$ cat src/rtl/ifu_pkg.sv
// rtl/ifu_pkg.sv - shared defaults, state encoding and NOP word for the instruction fetch unit
package ifu_pkg;

  localparam int IFU_ADDR_W   = 6;
  localparam int IFU_INSTR_W  = 32;
  localparam int IFU_CNT_W    = 16;
  localparam int IFU_RESET_PC = 0;

  localparam logic [31:0] NOP_WORD = 32'h0;

  typedef enum logic {
    ST_RUN    = 1'b0,
    ST_HALTED = 1'b1
  } ifu_state_e;

endpackage

$ cat src/rtl/fetch_pc_gen.sv
// rtl/fetch_pc_gen.sv - program counter with increment/wrap and absolute redirect load
module fetch_pc_gen
  import ifu_pkg::*;
#(
  parameter int ADDR_W   = IFU_ADDR_W,
  parameter int RESET_PC = IFU_RESET_PC
) (
  input  logic              clk,
  input  logic              rst_n,
  input  logic              i_adv,
  input  logic              i_redirect_valid,
  input  logic [ADDR_W-1:0] i_redirect_pc,
  output logic [ADDR_W-1:0] o_pc
);

  logic [ADDR_W-1:0] r_pc;

  // Redirect outranks the sequential step; natural overflow gives the modulo wrap.
  always_ff @(posedge clk or negedge rst_n) begin
    if (!rst_n) begin
      r_pc <= ADDR_W'(RESET_PC);
    end else if (i_redirect_valid) begin
      r_pc <= i_redirect_pc;
    end else if (i_adv) begin
      r_pc <= r_pc + ADDR_W'(1);
    end
  end

  assign o_pc = r_pc;

endmodule

$ cat src/rtl/instr_fetch_unit.sv
// rtl/instr_fetch_unit.sv - fetch FSM, instruction register, decode handshake and capture counter
module instr_fetch_unit
  import ifu_pkg::*;
#(
  parameter int ADDR_W   = IFU_ADDR_W,
  parameter int INSTR_W  = IFU_INSTR_W,
  parameter int RESET_PC = IFU_RESET_PC,
  parameter int CNT_W    = IFU_CNT_W
) (
  input  logic               clk,
  input  logic               rst_n,
  output logic [ADDR_W-1:0]  imem_addr,
  input  logic [INSTR_W-1:0] imem_data,
  output logic [INSTR_W-1:0] ir_out,
  output logic [ADDR_W-1:0]  ir_pc,
  output logic               ir_valid,
  input  logic               dec_ready,
  input  logic               redirect_valid,
  input  logic [ADDR_W-1:0]  redirect_pc,
  input  logic               halt_req,
  input  logic               start,
  output logic               halted,
  output logic [CNT_W-1:0]   fetch_count
);

  ifu_state_e         r_state;
  ifu_state_e         w_state_nxt;
  logic [INSTR_W-1:0] r_ir_out;
  logic [ADDR_W-1:0]  r_ir_pc;
  logic               r_ir_valid;
  logic [CNT_W-1:0]   r_fetch_count;
  logic [ADDR_W-1:0]  w_pc;
  logic               w_adv;
  logic               w_capture;
  logic               w_halted;

  assign w_adv = !r_ir_valid || dec_ready;

  fetch_pc_gen #(
    .ADDR_W   (ADDR_W),
    .RESET_PC (RESET_PC)
  ) u_pc_gen (
    .clk              (clk),
    .rst_n            (rst_n),
    .i_adv            (w_capture),
    .i_redirect_valid (redirect_valid),
    .i_redirect_pc    (redirect_pc),
    .o_pc             (w_pc)
  );

  always_ff @(posedge clk or negedge rst_n) begin
    if (!rst_n) begin
      r_state <= ST_RUN;
    end else begin
      r_state <= w_state_nxt;
    end
  end

  // halt_req dominates start, and a redirect never alters the state decision.
  always_comb begin
    w_state_nxt = r_state;
    case (r_state)
      ST_RUN:    if (halt_req) w_state_nxt = ST_HALTED;
      ST_HALTED: if (start && !halt_req) w_state_nxt = ST_RUN;
      default:   w_state_nxt = ST_RUN;
    endcase
  end

  always_comb begin
    w_halted  = (r_state == ST_HALTED);
    w_capture = (r_state == ST_RUN) && w_adv && !redirect_valid;
  end

  // A redirect drops the held word even if decode is accepting it this cycle.
  always_ff @(posedge clk or negedge rst_n) begin
    if (!rst_n) begin
      r_ir_out   <= INSTR_W'(NOP_WORD);
      r_ir_pc    <= '0;
      r_ir_valid <= 1'b0;
    end else if (redirect_valid) begin
      r_ir_valid <= 1'b0;
    end else if (w_capture) begin
      r_ir_out   <= imem_data;
      r_ir_pc    <= w_pc;
      r_ir_valid <= 1'b1;
    end else if (r_ir_valid && dec_ready) begin
      r_ir_valid <= 1'b0;
    end
  end

  always_ff @(posedge clk or negedge rst_n) begin
    if (!rst_n) begin
      r_fetch_count <= '0;
    end else if (w_capture) begin
      r_fetch_count <= r_fetch_count + CNT_W'(1);
    end
  end

  assign imem_addr   = w_pc;
  assign ir_out      = r_ir_out;
  assign ir_pc       = r_ir_pc;
  assign ir_valid    = r_ir_valid;
  assign halted      = w_halted;
  assign fetch_count = r_fetch_count;

endmodule

$ cat config.mk
export PLATFORM = sky130hd
export DESIGN_NAME = instr_fetch_unit
export DESIGN_NICKNAME = d
export VERILOG_FILES = /design/src/rtl/ifu_pkg.sv /design/src/rtl/fetch_pc_gen.sv /design/src/rtl/instr_fetch_unit.sv
export SDC_FILE = /design/constraint.sdc
export NUM_CORES = 1
export LEC_CHECK = 0
export ABC_AREA = 1
export BUFFER_PORTS_ARGS = -buffer_cell sky130_fd_sc_hd__buf_2
export CORE_MARGIN = 1.5
export CORE_UTILIZATION = 49
export DETAILED_ROUTE_END_ITERATION = 12
export PLACE_DENSITY = 0.89
export SLEW_MARGIN = 10
export SYNTH_ARGS = -nofsm -noshare
export SYNTH_HDL_FRONTEND = slang
export SYNTH_HIERARCHICAL = 1
export SYNTH_SLANG_ARGS = --single-unit
$ cat constraint.sdc
create_clock -name clk -period 1.65 [get_ports clk]
set_clock_uncertainty 0.1 [all_clocks]
set_input_delay 0.33 -clock clk [delete_from_list [all_inputs] [get_ports clk]]
set_output_delay 0.33 -clock clk [all_outputs]
set_load 0.03 [all_outputs]
== After elaboration in Yosys (flattened, before gate mapping) ==
Index checks and enable logic that the tools add are counted.

* Output and inout port bits: 62
* Bits of input ports: 44
* Flip-flop bits (word level): 62
* Logic and storage cells: 29

* $add $sub $neg: 2
* Multiplexer cells: 8
* Bitwise gates (word level): 2
* Reduce and logical (&&, ||, !) cells: 11

{| class="wikitable"
|+ Operators by type and width
! operator !! number
|-
| $add A16 B1 Y16 const B || 1
|-
| $mux W6 || 2
|-
| $add A6 B1 Y6 const B || 1
|-
| $mux W1 || 5
|-
| $logic_and A1 B1 Y1 || 4
|-
| $logic_not A1 Y1 || 3
|-
| $reduce_bool A3 Y1 || 1
|-
| $not A1 Y1 || 2
|-
| $pmux W1 S2 || 1
|-
| $reduce_and A2 Y1 || 1
|-
| $reduce_bool A2 Y1 || 1
|-
| $logic_or A1 B1 Y1 || 1
|}

== Logic depth before layout (Yosys ltp) ==
Gate-level depths: netlist of run 1.

* Depth after elaboration: 6
* Depth in mapped cells: 10
* Gate-level depth less buffers: 9

== Hierarchy ==
The synthesis of run 1 kept the hierarchy.

{| class="wikitable"
|+ Modules (own cells, without submodules)
! module !! instances !! area each (sq um) !! cells an instance !! seq. area each (sq um)
|-
| instr_fetch_unit || 1 || 2423.6 || 294 || 1401.3
|-
| fetch_pc_gen || 1 || 345.3 || 44 || 150.1
|}

== Worst setup path after synthesis of run 1 ==
OpenSTA, ideal clock, no wires.

* Path kind: register to register
* Start point: register r_state, in the netlist halted
* End point: register u_pc_gen.r_pc[2], in the netlist u_pc_gen/o_pc[2]
* Stages on the path, launching flop included: 9
* Arrival: 1320 ps
* Buffers on the path: 2
* Clock period less this slack: 1547 ps
* Setup slack: 103 ps
* Setup time: 127 ps
* Data required time: 1423 ps
* Path through: dfrtp_1 -> nor2_2 -> nand2_2 -> inv_2 -> buf_6 -> buf_4 -> nor2_2 -> a22oi_1 -> o21ai_1

* Cells in the longest elaborated chain, start to end: 4

{| class="wikitable"
|+ RTL lines
! element !! line !! text
|-
| start: declaration || instr_fetch_unit.sv:26 || <nowiki>ifu_state_e r_state;</nowiki>
|-
| start signal: assignment || instr_fetch_unit.sv:55 || <nowiki>r_state <= w_state_nxt;</nowiki>
|-
| $not A1 Y1 || n/a ||
|-
| $logic_and A1 B1 Y1 (2 in a row) || instr_fetch_unit.sv:71 || <nowiki>w_capture = (r_state == ST_RUN) && w_adv && !redirect_valid;</nowiki>
|-
| net w_capture || instr_fetch_unit.sv:34 || <nowiki>logic w_capture;</nowiki>
|-
| $reduce_bool A2 Y1 (no line) || n/a ||
|-
| end signal: assignment || fetch_pc_gen.sv:21 || <nowiki>r_pc <= ADDR_W'(RESET_PC);</nowiki>
|-
| end signal: assignment || fetch_pc_gen.sv:23 || <nowiki>r_pc <= i_redirect_pc;</nowiki>
|-
| end signal: assignment || fetch_pc_gen.sv:25 || <nowiki>r_pc <= r_pc + ADDR_W'(1);</nowiki>
|-
| end: declaration || fetch_pc_gen.sv:16 || <nowiki>logic [ADDR_W-1:0] r_pc;</nowiki>
|}

The timed path passes the listed nets, and every way through them passes these cells.
A chain may end at the register's enable or synchronous reset.

== Worst setup path in the final report of run 1 ==
* Start point: register r_state, in the netlist halted
* End point: register r_fetch_count[13], in the netlist fetch_count[13]

* Cells in the longest elaborated chain, start to end: 3

{| class="wikitable"
|+ RTL lines
! element !! line !! text
|-
| $not A1 Y1 || n/a ||
|-
| $logic_and A1 B1 Y1 (2 in a row) || instr_fetch_unit.sv:71 ||
|-
| end signal: assignment || instr_fetch_unit.sv:95 || <nowiki>r_fetch_count <= r_fetch_count + CNT_W'(1);</nowiki>
|-
| end: declaration || instr_fetch_unit.sv:31 || <nowiki>logic [CNT_W-1:0] r_fetch_count;</nowiki>
|}

Every way passes these cells.

==> results of run 1 <==
## cell type report
class,instances,area (sq um)
fillers,474,1910
clock inverters,1,5.00
repair buffers,113,601
inverters,22,82.6
well taps,72,90.1
clock buffers,13,169
flip-flops and latches,62,1550
multi-input cells,244,1060
## Yosys cell counts
| cell | count |
|---|---|
| sky130_fd_sc_hd__nor2_2 | 5 |
| sky130_fd_sc_hd__o21ai_1 | 1 |
| sky130_fd_sc_hd__xor2_1 | 5 |
| sky130_fd_sc_hd__o22ai_1 | 1 |
| sky130_fd_sc_hd__a21oi_1 | 3 |
| sky130_fd_sc_hd__inv_1 | 19 |
| sky130_fd_sc_hd__o21bai_1 | 2 |
| sky130_fd_sc_hd__xnor2_1 | 1 |
| sky130_fd_sc_hd__ha_1 | 2 |
| sky130_fd_sc_hd__o21ai_2 | 1 |
| sky130_fd_sc_hd__nand2_2 | 3 |
| sky130_fd_sc_hd__nand3_1 | 15 |
| sky130_fd_sc_hd__nand3b_1 | 3 |
| sky130_fd_sc_hd__nand4_1 | 3 |
| sky130_fd_sc_hd__buf_2 | 3 |
| sky130_fd_sc_hd__dfrtp_1 | 62 |
| sky130_fd_sc_hd__nor3_1 | 1 |
| sky130_fd_sc_hd__inv_2 | 3 |
| sky130_fd_sc_hd__a22oi_1 | 4 |
| sky130_fd_sc_hd__buf_4 | 6 |
| sky130_fd_sc_hd__o211ai_1 | 1 |
| sky130_fd_sc_hd__nor2_1 | 22 |
| sky130_fd_sc_hd__nand2_1 | 169 |
| sky130_fd_sc_hd__o21ai_0 | 2 |
| sky130_fd_sc_hd__buf_6 | 1 |
## worst max-delay path, cell delays in order, from the launching register on
cell                      delay [ps]
sky130_fd_sc_hd__dfrtp_1         420
sky130_fd_sc_hd__nor2_2          130
sky130_fd_sc_hd__nand2_2          80
sky130_fd_sc_hd__inv_2           240
sky130_fd_sc_hd__nand2_1         120
sky130_fd_sc_hd__nor2_2          140
sky130_fd_sc_hd__nand2_1          70
sky130_fd_sc_hd__nand2_1          60
sky130_fd_sc_hd__nand2_1          40
## timing repair
item	in CTS	in global routing
setup buffers	0	0
hold buffers	1	0
endpoints found under the setup margin	0	0
endpoints found under the hold margin	62	0
## sequential cells by signal, indices dropped and copies added (netlist names)
name / flops
ir_out: 32
fetch_count: 16
ir_valid: 1
u_pc_gen/o_pc: 6
halted: 1
ir_pc: 6
## stage by stage
step                      util [%]  instances  power, uW
after global placement        61.7        512       3500
after floorplan                  -        338       3030
after CTS                     65.1        527       4740
final                         65.1        527       4710
after global routing          65.1        527       4970
after detailed placement      61.7        512       3550
## where the power goes
| group | switching, uW | leakage (uW) | total, uW | internal (uW) |
|---|---|---|---|---|
| Combinational | 1040 | 0.00117 | 1470 | 434 |
| Clock | 541 | 0.0000914 | 1190 | 650 |
| Sequential | 244 | 0.000774 | 2050 | 1800 |
## path summary, 6_finish.rpt
kind / start / to / slack, ps / cells after the start
min in group asynchronous: rst_n / ir_out[29] / 440 / 3
worst min register to register: ir_out[2] / ir_out[2] / 370 / 2
worst max register to register: halted / fetch_count[13] / 150 / 8
worst min-delay path: imem_data[14] / ir_out[14] / 90 / 3
worst max-delay path: halted / fetch_count[13] / 150 / 8
max in group asynchronous: rst_n / ir_out[25] / 760 / 3
## metal layers
| metal | part of all wire [%] | wire length (microns) |
|---|---|---|
| met5 | 0 | 0 |
| met1 | 47 | 3000 |
| met2 | 45 | 2880 |
| met3 | 5.7 | 361 |
| met4 | 1.8 | 114 |
## cell families (layout without fill, tap and decap cells)
kind of cell / count (synthesis) / after routing / synth area share (%)
buffers and inverters: 32 / 149 / 5.56
DFF: 62 / 62 / 56.0
AOI/OAI and AO/OA: 15 / 15 / 3.52
adders and majority gates: 2 / 2 / 0.904
xor gates and xnor gates: 6 / 6 / 1.90
and+or+nand+nor: 221 / 221 / 32.1
==> metrics.txt, run 1 <==
# TYPE chip_impl_metric gauge
chip_impl_metric{name="initial_utilization",unit="%"} 50.6
chip_impl_metric{name="ys_seq_area_share",unit="%"} 56.0
chip_impl_metric{name="met2_capacity_usage_during_global_routing",unit="%"} 35.6
chip_impl_metric{name="cp.arrival",unit="ps"} 1620
chip_impl_metric{name="ys_seq_elements",unit=""} 62
chip_impl_info{name="grt_setup_unrepaired",value="no"} 1
chip_impl_metric{name="fin_worst_hold_slack",unit="ps"} 87.9
chip_impl_metric{name="setup_total_negative_slack",unit="ps"} 0
chip_impl_metric{name="critPathMaxFanout",unit=""} 16
chip_impl_metric{name="clockBufferDepth",unit=""} 2
chip_impl_metric{name="yosys.area.top_type_share",unit="%"} 56.0
chip_impl_info{name="post-synth-top-area-cell",value="sky130_fd_sc_hd__dfrtp_1"} 1
chip_impl_info{name="grt_busiest_layer",value="met2"} 1
chip_impl_metric{name="timing.slew.headroom",unit="%"} 78.4
chip_impl_metric{name="routed_via_density",unit=""} 4.84
chip_impl_metric{name="die_area",unit="sq um"} 6110
chip_impl_metric{name="grt_pass1_wl",unit="mm"} 10.8
chip_impl_metric{name="dpl_worst_slack",unit="ps"} 140
chip_impl_metric{name="clk_transition_reported_paths",unit="ps"} 70
chip_impl_metric{name="grtUsageMet3",unit="%"} 3.84
chip_impl_metric{name="finalInstanceArea",unit="sq um"} 3560
chip_impl_metric{name="grt-ovfl-total",unit=""} 0
chip_impl_metric{name="fin_nets",unit=""} 498
chip_impl_info{name="clk_root_buffer_cell",value="sky130_fd_sc_hd__clkbuf_8"} 1
chip_impl_info{name="status",value="finished, final reports clean"} 1
chip_impl_metric{name="drt-initial-drc-count",unit=""} 152
chip_impl_metric{name="ioPinCount",unit=""} 106
chip_impl_metric{name="antenna_found_initial",unit=""} 0
chip_impl_metric{name="power.density",unit="nW/um^2"} 1320
chip_impl_metric{name="gr-usage-all-layers",unit="%"} 22.7
chip_impl_metric{name="vias_in_the_first_global_route",unit=""} 2359
chip_impl_metric{name="maxClockFrequency",unit="GHz"} 0.668
chip_impl_info{name="cts_tree",value="yes"} 1
chip_impl_metric{name="avg_synthesized_cell_area",unit="sq um"} 8.19
chip_impl_metric{name="remaining_drc_errors",unit=""} 0
chip_impl_metric{name="report.final.setup_viol",unit=""} 0
chip_impl_metric{name="finalWorstPathRequiredPeriod",unit="ps"} 1500
chip_impl_metric{name="drt_pre_antenna_iters",unit=""} 5
chip_impl_metric{name="yosys_warning_total",unit=""} 6
chip_impl_metric{name="finalWirelength",unit="mm"} 6.36
chip_impl_info{name="critical_path_start_end_classification",value="flop to flop"} 1
chip_impl_metric{name="ctsResizeCount",unit=""} 0
chip_impl_info{name="hold_class",value="input pin to flop"} 1
chip_impl_metric{name="globalRouteMet1Util",unit="%"} 30.7
chip_impl_metric{name="core_region_area",unit="sq um"} 5470
chip_impl_metric{name="syn2layout_area_growth",unit="%"} 28.6
chip_impl_metric{name="mappedNetlistNets",unit=""} 384
chip_impl_metric{name="tritoncts.num_buffers",unit=""} 9
chip_impl_metric{name="worst_ep_required_time",unit="ps"} 1770
chip_impl_metric{name="postPlaceCellArea",unit="sq um"} 3380
chip_impl_metric{name="hold_violations",unit=""} 0
chip_impl_metric{name="place.detailed.hpwl",unit="mm"} 4.54
chip_impl_metric{name="power.ir.vdd_worst",unit="V"} 0.000639
chip_impl_metric{name="pin_count_of_the_biggest_net_entering_global_routing",unit=""} 63
chip_impl_metric{name="gp_congestion",unit=""} 0.932
chip_impl_info{name="most_common_cell_after_layout_fill_and_taps_aside",value="sky130_fd_sc_hd__nand2_1"} 1
chip_impl_metric{name="layout_worst_path_cycle_share",unit="%"} 90.8
chip_impl_metric{name="power.static_leakage",unit="uW"} 0.00203
chip_impl_metric{name="final_layout_size_suffix_gt1_share",unit="%"} 30.1
chip_impl_metric{name="floorplan_die_width",unit="microns"} 78.2
chip_impl_metric{name="tritoncts_num_sinks",unit=""} 62
chip_impl_metric{name="avg_wl_per_cell",unit="microns"} 12.1
chip_impl_info{name="cp-end-kind",value="flop"} 1
chip_impl_metric{name="maxCapViolCount",unit=""} 0
chip_impl_metric{name="detail-route-antenna-nets",unit=""} 0
chip_impl_metric{name="antenna_cells",unit=""} 0
chip_impl_metric{name="die_height",unit="microns"} 78.2
chip_impl_metric{name="skew_pair_late_insertion_delay",unit="ps"} 330
chip_impl_metric{name="routed-via-count",unit=""} 2550
chip_impl_metric{name="port-buffer-count",unit=""} 105
chip_impl_metric{name="worstMarginPinSlew",unit="ps"} 323
chip_impl_info{name="final_cell_mix",value="sky130_fd_sc_hd__nand2_1, sky130_fd_sc_hd__buf_2, sky130_fd_sc_hd__dfrtp_1"} 1
chip_impl_metric{name="netlist_area",unit="sq um"} 2770
chip_impl_metric{name="number_of_standard_cells_after_synthesis",unit=""} 338
chip_impl_metric{name="slew_violations",unit=""} 0
chip_impl_info{name="startpoint_class_of_the_critical_path",value="flop"} 1
chip_impl_metric{name="row_count",unit=""} 27
chip_impl_metric{name="final_critical_path_setup_slack",unit="ps"} 153
chip_impl_metric{name="ys_types",unit=""} 25
chip_impl_info{name="netlist_top_cells_area",value="sky130_fd_sc_hd__dfrtp_1, sky130_fd_sc_hd__nand2_1, sky130_fd_sc_hd__nor2_1"} 1
chip_impl_metric{name="ctsHtreeMaxLevel",unit=""} 3
Power figures use the tool's default switching activity.
==> run 2: changes to the inputs <==
REMOVE_ABC_BUFFERS = 1   (was unset)
==> run 2 against run 1 <==
  * Setup slack got worse by 7.4 ps
  * Non-clock buffer count unchanged
  * Maximum frequency down 0.49%
  * Final area is 1.7% higher
  * First-iteration DRC count rose by 26%
  * Die area stayed put
  * Combinational power hardly changed
  * Sequential share of layout area fell by 0.72 points
==> metrics.txt, run 2 (synthesis results as in run 1) <==
# TYPE chip_impl_metric gauge
chip_impl_info{name="startpoint_class_of_the_critical_path",value="flop"} 1
chip_impl_metric{name="remaining_drc_errors",unit=""} 0
chip_impl_metric{name="drt-initial-drc-count",unit=""} 191
chip_impl_info{name="cts_tree",value="yes"} 1
chip_impl_metric{name="power_frac_seq",unit="%"} 40.6
chip_impl_metric{name="floorplan_die_width",unit="microns"} 78.2
chip_impl_metric{name="finalWirelength",unit="mm"} 6.62
chip_impl_metric{name="fin_worst_hold_slack",unit="ps"} 66.3
chip_impl_metric{name="core_region_area",unit="sq um"} 5470
chip_impl_metric{name="detail-route-antenna-nets",unit=""} 0
chip_impl_metric{name="power.net_switching",unit="uW"} 1890
chip_impl_metric{name="drt_pre_antenna_iters",unit=""} 4
chip_impl_metric{name="clockBufferDepth",unit=""} 2
chip_impl_metric{name="row_count",unit=""} 27
chip_impl_metric{name="pin_count_of_the_biggest_net_entering_global_routing",unit=""} 63
chip_impl_metric{name="grt_pass1_wl",unit="mm"} 11.1
chip_impl_metric{name="placed_cells_incl_taps",unit=""} 512
chip_impl_metric{name="final_critical_path_setup_slack",unit="ps"} 145
chip_impl_info{name="rr_startpoint",value="fetch_count[1]"} 1
chip_impl_info{name="hold_end",value="halted"} 1
chip_impl_info{name="final_cell_mix",value="sky130_fd_sc_hd__nand2_1, sky130_fd_sc_hd__buf_2, sky130_fd_sc_hd__dfrtp_1"} 1
chip_impl_metric{name="layout_worst_path_cycle_share",unit="%"} 91.2
chip_impl_metric{name="ioPinCount",unit=""} 106
chip_impl_metric{name="ctsHtreeMaxLevel",unit=""} 3
chip_impl_metric{name="finalWorstPathRequiredPeriod",unit="ps"} 1500
chip_impl_metric{name="worstMarginPinSlew",unit="ps"} 322
chip_impl_metric{name="power.ir.vdd_worst",unit="V"} 0.000821
chip_impl_metric{name="worst-r2r-setup-slack",unit="ps"} 150
chip_impl_metric{name="final_layout_size_suffix_gt1_share",unit="%"} 30.6
chip_impl_metric{name="routed-via-count",unit=""} 2610
chip_impl_metric{name="fillerInstances",unit=""} 458
chip_impl_metric{name="worst_ep_required_time",unit="ps"} 1820
chip_impl_info{name="status",value="finished, final reports clean"} 1
chip_impl_metric{name="report.final.setup_viol",unit=""} 0
chip_impl_info{name="worst_r2r_endpoint",value="fetch_count[14]"} 1
chip_impl_info{name="hold_class",value="input pin to flop"} 1
chip_impl_metric{name="dpl_worst_slack",unit="ps"} 97.7
chip_impl_metric{name="port-buffer-count",unit=""} 105
chip_impl_metric{name="maxCapViolCount",unit=""} 0
chip_impl_metric{name="worst-r2r-cell-count",unit=""} 7
chip_impl_metric{name="routed_via_density",unit=""} 4.93
chip_impl_metric{name="syn2layout_area_growth",unit="%"} 30.8
chip_impl_metric{name="initial_utilization",unit="%"} 50.6
chip_impl_metric{name="die_area",unit="sq um"} 6110
chip_impl_metric{name="antenna_found_initial",unit=""} 0
chip_impl_info{name="critical_path_start_end_classification",value="flop to flop"} 1
chip_impl_info{name="hp-start",value="start"} 1
chip_impl_metric{name="timing.slew.headroom",unit="%"} 78.5
chip_impl_metric{name="avg_wl_per_cell",unit="microns"} 12.5
chip_impl_info{name="grt_setup_unrepaired",value="no"} 1
chip_impl_metric{name="gp_congestion",unit=""} 0.934
chip_impl_metric{name="comb_pwr_share",unit="%"} 29.1
chip_impl_metric{name="critPathMaxFanout",unit=""} 5
chip_impl_metric{name="min_delay_path_depth",unit=""} 2
chip_impl_metric{name="tritoncts_num_sinks",unit=""} 62
chip_impl_metric{name="skew_pair_late_insertion_delay",unit="ps"} 340
chip_impl_metric{name="gr-usage-all-layers",unit="%"} 23.4
chip_impl_metric{name="fin_nets",unit=""} 498
chip_impl_metric{name="slew_violations",unit=""} 0
chip_impl_metric{name="netSwitchingFraction",unit="%"} 37.3
chip_impl_info{name="clk_root_buffer_cell",value="sky130_fd_sc_hd__clkbuf_8"} 1
chip_impl_metric{name="power.density",unit="nW/um^2"} 1400
chip_impl_metric{name="power.static_leakage",unit="uW"} 0.00206
chip_impl_info{name="cp-end-kind",value="flop"} 1
chip_impl_info{name="most_common_cell_after_layout_fill_and_taps_aside",value="sky130_fd_sc_hd__nand2_1"} 1
chip_impl_metric{name="tritoncts.num_buffers",unit=""} 9
chip_impl_metric{name="grt-ovfl-total",unit=""} 0
chip_impl_metric{name="hold_violations",unit=""} 0
chip_impl_metric{name="largest_register_ff_count",unit=""} 32
chip_impl_metric{name="maxClockFrequency",unit="GHz"} 0.664
chip_impl_metric{name="die_height",unit="microns"} 78.2
chip_impl_metric{name="cp.arrival",unit="ps"} 1680
chip_impl_metric{name="share_clk_of_total_power",unit="%"} 30.3
chip_impl_metric{name="internal_power",unit="uW"} 3170
chip_impl_metric{name="place.detailed.hpwl",unit="mm"} 4.64
chip_impl_metric{name="antenna_cells",unit=""} 0
chip_impl_metric{name="final-instance-count-excl-fill",unit=""} 529
chip_impl_metric{name="vias_in_the_first_global_route",unit=""} 2528
chip_impl_metric{name="clk_transition_reported_paths",unit="ps"} 70
-- run 2: final cells by class --
type	instances	area [sq um]	share of cell area (%)
sequential	62	1550	42.8
multi-input combinational	244	1060	29.4
timing repair buffer	113	601	16.6
clock buffer	11	151	4.18
tap	72	90.1	2.49
inverter	22	83.8	2.31
clock inverter	5	81.3	2.25
-- run 2: worst max-delay path by stage --
stage | startpoint | end | slack [ps] | cells after the start
2_1_floorplan | halted | fetch_count[8] | -570 | 6
3_3_place_gp | redirect_valid | fetch_count[8] | 190 | 7
3_5_place_dp | redirect_valid | fetch_count[14] | 100 | 8
4_1_cts | halted | fetch_count[14] | 80 | 7
5_1_grt | fetch_count[1] | fetch_count[14] | 20 | 7
6_report | fetch_count[1] | fetch_count[14] | 150 | 7
-- run 2: routing by layer --
metal	vias to the layer above	part of all wire [%]	GRT usage [%]
met5	-	0	0
met3	13	7.1	6.74
met1	1222	44	30.1
li1	1275	-	-
met2	100	47	37.8
met4	0	1.8	8.75
-- run 2: stage by stage --
step                      power [uW]  utilization [%]  cell area (sq um)  TNS (ps)
after floorplan                 3020                -               2700    -17790
after global placement          3500             61.7               3380         0
after detailed placement        3550             61.7               3380         0
after CTS                       5080             66.2               3620         0
after global routing            5320             66.2               3620         0
final                           5050             66.2               3620         0
-- run 2: power by group through the flow --
stage | Sequential [uW] | Combinational [uW] | Clock, uW
final | 2050 | 1470 | 1530
after global routing | 2090 | 1610 | 1610
after global placement | 2060 | 1440 | 0
after detailed placement | 2070 | 1480 | 0
after CTS | 2050 | 1490 | 1550
after floorplan | 2610 | 408 | 0
-- run 2: critical path: stages, from the launching register on --
cell	delay, ps
sky130_fd_sc_hd__dfrtp_1	410
sky130_fd_sc_hd__ha_1	240
sky130_fd_sc_hd__nand3_1	130
sky130_fd_sc_hd__nor2_1	110
sky130_fd_sc_hd__nand2_1	110
sky130_fd_sc_hd__nor2_1	160
sky130_fd_sc_hd__nand3b_1	110
sky130_fd_sc_hd__nand2_1	80
-- run 2: what timing repair did --
| action | CTS | global route |
|---|---|---|
| hold endpoints to repair | 62 | 0 |
| endpoints found under the setup margin | 0 | 2 |
| resized for setup | 0 | 1 |
| hold buffers | 1 | 0 |
| setup buffers | 0 | 0 |
